File: config.mk
export PLATFORM = sky130hd
export DESIGN_NAME = tx_source_sequencer
export DESIGN_NICKNAME = d
export VERILOG_FILES = /design/src/rtl/tx_source_sequencer.sv
export SDC_FILE = /design/constraint.sdc
export NUM_CORES = 1
export LEC_CHECK = 0
export BUFFER_PORTS_ARGS = -buffer_cell sky130_fd_sc_hd__buf_2
export CAP_MARGIN = 20
export CORE_ASPECT_RATIO = 1.75
export CORE_MARGIN = 8
export CORE_UTILIZATION = 40
export CTS_BUF_LIST = sky130_fd_sc_hd__clkbuf_16
export DETAILED_ROUTE_END_ITERATION = 10
export PLACE_DENSITY_LB_ADDON = 0.08
export REMOVE_ABC_BUFFERS = 1
export SLEW_MARGIN = 40
export SYNTH_ARGS = -nofsm -noshare
export SYNTH_HDL_FRONTEND = slang
export SYNTH_SLANG_ARGS = --single-unit
File: constraint.sdc
create_clock -name TX_CLK -period 2.6 [get_ports TX_CLK]
set_clock_uncertainty 0.2 [all_clocks]
set_input_delay 0.39 -clock TX_CLK [delete_from_list [all_inputs] [get_ports TX_CLK]]
set_output_delay 0.39 -clock TX_CLK [all_outputs]
set_load 0.01 [all_outputs]
File: src/rtl/tx_source_sequencer.sv
`default_nettype none
// ============================================================================
// Module      : tx_source_sequencer
// Description : Registered, glitch-free selector for the TX lane source ahead
//               of CorePCS. A source change is held until the active source
//               emits an idle comma word (or a timeout expires). A run of
//               guard idle words is then inserted before the new source is
//               handed the lane. Forced (timeout) switches are counted.
//
// Parameters  : GUARD_WORDS  idle words inserted between sources (1..16)
//               TIMEOUT      cycles to wait for a boundary (2..65535)
//               IDLE_DATA    idle/comma word data (K28.5 in the low byte)
//               IDLE_KCHAR   K-flags of the idle word
//
// Ports       : TX_CLK                     TX word clock (only clock)
//               RESET_N                    async assert, active-low reset
//               PRBS_EN / DTCSIM_EN        source requests (PRBS wins)
//               PRBS_DATA/PRBS_KCHAR       PRBS generator word
//               DTCSIM_DATA/DTCSIM_KCHAR   DTC emulator word
//               FIBER_DATA/FIBER_KCHAR     TxPacketWriter word
//               TX_DATA/TX_KCHAR           registered word to CorePCS
//               SEL                        active source 0=fiber 1=DTC 2=PRBS
//               SWITCH_BUSY                high while a switch is in progress
//               FORCED_CNT                 saturating forced-switch count
//
// Revision    : 1.0  initial release
// ============================================================================
module tx_source_sequencer #(
    parameter int unsigned GUARD_WORDS = 4,
    parameter int unsigned TIMEOUT     = 1024,
    parameter logic [15:0] IDLE_DATA   = 16'h50BC,
    parameter logic [1:0]  IDLE_KCHAR  = 2'b01
) (
    input  logic        TX_CLK,
    input  logic        RESET_N,
    input  logic        PRBS_EN,
    input  logic        DTCSIM_EN,
    input  logic [15:0] PRBS_DATA,
    input  logic [1:0]  PRBS_KCHAR,
    input  logic [15:0] DTCSIM_DATA,
    input  logic [1:0]  DTCSIM_KCHAR,
    input  logic [15:0] FIBER_DATA,
    input  logic [1:0]  FIBER_KCHAR,
    output logic [15:0] TX_DATA,
    output logic [1:0]  TX_KCHAR,
    output logic [1:0]  SEL,
    output logic        SWITCH_BUSY,
    output logic [7:0]  FORCED_CNT
);

    // Last value of the timeout counter before a switch is forced, and the
    // guard counter load value (counts down to 0 inclusive).
    localparam logic [15:0] c_TOUT_LAST  = 16'(TIMEOUT - 1);
    localparam logic [3:0]  c_GUARD_LOAD = 4'(GUARD_WORDS - 1);

    localparam logic [1:0] c_SEL_FIBER = 2'd0;
    localparam logic [1:0] c_SEL_DTC   = 2'd1;
    localparam logic [1:0] c_SEL_PRBS  = 2'd2;

    typedef enum logic [1:0] {
        ST_RUN   = 2'd0,
        ST_WAIT  = 2'd1,
        ST_GUARD = 2'd2
    } state_t;

    state_t      state_q;
    logic [1:0]  sel_q;
    logic [15:0] tx_data_q;
    logic [1:0]  tx_kchar_q;
    logic        busy_q;
    logic [7:0]  forced_q;
    logic [15:0] tout_q;
    logic [3:0]  guard_q;

    logic [1:0]  req_sel;
    logic [15:0] src_data;
    logic [1:0]  src_kchar;
    logic        boundary;

    // Requested source, fixed priority PRBS > DTC emulator > fiber.
    always_comb begin
        req_sel = c_SEL_FIBER;
        if (PRBS_EN) begin
            req_sel = c_SEL_PRBS;
        end else if (DTCSIM_EN) begin
            req_sel = c_SEL_DTC;
        end
    end

    // Word from the currently active source. SEL never holds 3; the default
    // falls back to fiber so the mux is fully specified.
    always_comb begin
        src_data  = FIBER_DATA;
        src_kchar = FIBER_KCHAR;
        case (sel_q)
            c_SEL_DTC: begin
                src_data  = DTCSIM_DATA;
                src_kchar = DTCSIM_KCHAR;
            end
            c_SEL_PRBS: begin
                src_data  = PRBS_DATA;
                src_kchar = PRBS_KCHAR;
            end
            default: begin
            end
        endcase
    end

    // A safe switch point: the active source is sending an idle comma.
    assign boundary = (src_kchar == IDLE_KCHAR) &&
                      (src_data[7:0] == IDLE_DATA[7:0]);

    // Single-process FSM; every output comes straight from a flop.
    // Deassertion of RESET_N is expected to be synchronous to TX_CLK.
    always_ff @(posedge TX_CLK or negedge RESET_N) begin
        if (!RESET_N) begin
            state_q    <= ST_RUN;
            sel_q      <= c_SEL_FIBER;
            tx_data_q  <= IDLE_DATA;
            tx_kchar_q <= IDLE_KCHAR;
            busy_q     <= 1'b0;
            forced_q   <= 8'd0;
            tout_q     <= 16'd0;
            guard_q    <= 4'd0;
        end else begin
            case (state_q)
                ST_RUN: begin
                    tx_data_q  <= src_data;
                    tx_kchar_q <= src_kchar;
                    if (req_sel != sel_q) begin
                        state_q <= ST_WAIT;
                        tout_q  <= 16'd0;
                        busy_q  <= 1'b1;
                    end
                end

                ST_WAIT: begin
                    // The current source keeps the lane; a boundary word itself
                    // is passed through before the guard run starts.
                    tx_data_q  <= src_data;
                    tx_kchar_q <= src_kchar;
                    if (req_sel == sel_q) begin
                        // Request withdrawn: abandon the switch without guards.
                        state_q <= ST_RUN;
                        busy_q  <= 1'b0;
                    end else if (boundary) begin
                        state_q <= ST_GUARD;
                        guard_q <= c_GUARD_LOAD;
                    end else if (tout_q == c_TOUT_LAST) begin
                        state_q <= ST_GUARD;
                        guard_q <= c_GUARD_LOAD;
                        if (forced_q != 8'hFF) begin
                            forced_q <= forced_q + 8'd1;
                        end
                    end else begin
                        tout_q <= tout_q + 16'd1;
                    end
                end

                ST_GUARD: begin
                    tx_data_q  <= IDLE_DATA;
                    tx_kchar_q <= IDLE_KCHAR;
                    if (guard_q == 4'd0) begin
                        // Latest request wins, even if it is the old source.
                        sel_q   <= req_sel;
                        state_q <= ST_RUN;
                        busy_q  <= 1'b0;
                    end else begin
                        guard_q <= guard_q - 4'd1;
                    end
                end

                default: begin
                    state_q <= ST_RUN;
                    busy_q  <= 1'b0;
                end
            endcase
        end
    end

    assign TX_DATA     = tx_data_q;
    assign TX_KCHAR    = tx_kchar_q;
    assign SEL         = sel_q;
    assign SWITCH_BUSY = busy_q;
    assign FORCED_CNT  = forced_q;

endmodule
`default_nettype wire

==> out/metrics.cfg <==
[outcome]
status = finished with violations
violations = negative hold slack, negative setup slack

[worst_setup_path]
cp_common_cell = buf_4
crit_path_max_fanout = 5
cpPeakStageDelay_ns = 0.41
reg2reg_slack_ns = -0.20
crit_family = compound AO/OA/AOI/OAI gates
worstSetupPathType = register to register
crit_buf_inv = 5
path_depth = 12
regToRegStartpoint = SEL[0]
start_kind = register
cpMaxStageDelayCell = dfrtp_1
cp_cell_sequence = buf_6, ha_4, buf_4, buf_4, a221o_1, o21ai_2, or4_1, buf_4, o21ai_4, a21o_4, buf_12, a211o_1
cp.arrival_ns = 2.78
r2r_cells = 12
end_kind = register
critical_path.startpoint = SEL[0]
reg2reg_to = tout_q[12]
critPathRequiredTime_ns = 2.58

[synthesis]
synth-main-ff-cell = dfrtp_1
ys_seq_area_share_pct = 45.3
ys_types = 53
synth_top_cell_by_area = dfrtp_1
ys_async_sr_fraction_pct = 100
synth_top_cell_area_share_pct = 37.9
ys_ff_latch = 51
synth_common_cells = dfrtp_1, nand2_1, o21ai_0
yosysMostFrequentCell = dfrtp_1
postSynthAreaPerCell_um2 = 9.69
synth_top_cells_by_area = dfrtp_1, dfstp_2, a221o_1, o21ai_0, nand2_1
synth_area_um2 = 2840
synth_edf_count = 0
yosysWarningCount = 0
synth_cells = 293

[sta]
finalMaxSlewViolations = 0
holdWs_ns = -0.00279
hold_viol = 2
slew_headroom_pct = 55.1
finalSetupViolCount = 28
fin_crit_sh_pct = 108
finalWorstSetupSlack_ns = -0.204
rsz0062_at_grt = true
timing.fmax_ghz = 0.357
worst_pin_slew_ns = 0.673
fin_crit_ns = 2.80

[floorplan]
ios = 87
initial_core_util_pct = 41.4
fp.dieW_um = 79.7
fp.dieH_um = 127
num_rows = 40
die_area_um2 = 10200
core_um2 = 6860

[pwr]
leakage_nw = 2.07
ir_worst_vdd_mv = 0.345
p_per_area_nw_per_um2 = 484
total_power_mw = 2.06

[cells_and_area]
fin_area_um2 = 4250
drive_gt1_share_pct = 47.7
n_antenna_cell = 0
layoutNonFillerInstCount = 531
fillers = 584
areaGrowthSynthToFinish_pct = 49.6
fin_nets = 510

[drt]
routed_wl_um = 8880
avgRoutedWirePerCell_um = 16.7
antenna_left = 0
wl_met1_um = 3560
routed.top_layer = met4
drtIter0Drc = 140
wl_met2_um = 4770
via_per_inst = 5.40
drt_pass1_iterations = 7
wl_met3_um = 395
drc = 0
num_vias = 2867

[placed_design]
gp_congestion = 0.822
postPlaceCellArea_um2 = 3690
hpwlAfterDp_um = 6340
placedCellCount = 498
placement.setup.worst_slack_ns = -0.387
portBuffers = 86

[min_path]
hold_class = input port to asynchronous set/reset pin

[global_routing]
grt_first_pass_wirelength_um = 14200
grt_max_degree = 52
grt_pass1_vias = 3052
antenna_found_initial = 0
grt_remaining_overflow = 0
grtUsageTotal_pct = 17.4

[clocking]
numClockSinks = 51
hold_buffers = 0
path_clk_slew_ns = 0.07
htree_levels = 2
cts_tree = yes
ctsLongestPathBuffers = 2
clkLatencyLatePin_ns = 0.30
cts_buffers = 5
root_buffer = clkbuf_16

[run]
cap_violations = 0

worst reg2reg max path, stage by stage (launching register included):
cell,delay [ns]
dfrtp_1,0.41
buf_6,0.13
ha_4,0.15
buf_4,0.15
buf_4,0.14
a221o_1,0.36
o21ai_2,0.10
or4_1,0.13
buf_4,0.15
o21ai_4,0.09
a21o_4,0.26
buf_12,0.14
a211o_1,0.28
layout make-up:
class | instances | area (um2) | share of cell area [%]
Tap cell | 84 | 105 | 2.48
Timing Repair Buffer | 159 | 1070 | 25.2
Clock buffer | 5 | 125 | 2.95
Sequential cell | 51 | 1290 | 30.3
Multi-Input combinational cell | 216 | 1590 | 37.5
Inverter | 13 | 55.1 | 1.30
Clock inverter | 3 | 11.3 | 0.265
stage by stage:
step	utilization [%]	TNS (ns)
2_1_floorplan	-	-9.05
3_3_place_gp	53.8	-5.90
3_5_place_dp	53.8	-8.53
4_1_cts	59.5	-2.66
5_1_grt	61.9	-5.78
6_report	61.9	-3.17
timing repair:
action,4_1_cts,5_1_grt
cloned,0,0
buffers inserted,18,7
resized for setup,21,34
hold endpoints to repair,0,0
setup endpoints to repair,30,31
pin swaps,6,5
cells in the final DEF (no fill, tap or decap), drive strengths merged, types with 7 or more instances in the layout:
cell type,count
a221o,14
o21ai,28
xor2,9
dfstp,8
nand2,29
nand3,9
buf,159
nor4,7
nor2,21
dfrtp,43
a21oi,16
inv,14
cell families (layout without fill, tap and decap cells):
group                    count (synthesis)  count (layout)  synth area share [%]
buffers and inverters                   26             180                  4.72
adder cells (fa/ha/maj)                  7               7                  3.00
flip-flops                              51              51                  45.3
AND/OR/NAND/NOR                         99              99                  17.4
XOR/XNOR                                 9               9                  2.78
multiplexers                             5               5                  1.90
AO/OA/AOI/OAI                           96              96                  24.9
sequential cells by signal, indices dropped and copies added (netlist names):
register	flops
guard_q	4
state_q	2
FORCED_CNT	8
SEL	2
TX_KCHAR	2
tout_q	16
TX_DATA	16
SWITCH_BUSY	1
power breakdown:
| part | leakage, nW | internal [mW] | switching (mW) | total, mW |
|---|---|---|---|---|
| logic | 1.37 | 0.256 | 0.215 | 0.471 |
| registers | 0.627 | 0.877 | 0.0642 | 0.942 |
| clock network | 0.0776 | 0.347 | 0.296 | 0.644 |
routing by layer:
metal | GRT usage [%] | vias to the layer above
met5 | 0 | -
met4 | 5.93 | 0
met3 | 4.63 | 13
met2 | 30.9 | 82
met1 | 19.1 | 1379
li1 | - | 1393
how the worst max path moves through the flow:
stage	slack, ns	to
after global placement	-0.28	tout_q[3]
after global routing	-0.28	tout_q[3]
after CTS	-0.16	tout_q[12]
final	-0.20	tout_q[12]
after floorplan	-0.47	tout_q[12]
after detailed placement	-0.39	tout_q[3]
No activity file was read; power rests on OpenSTA's default activity.
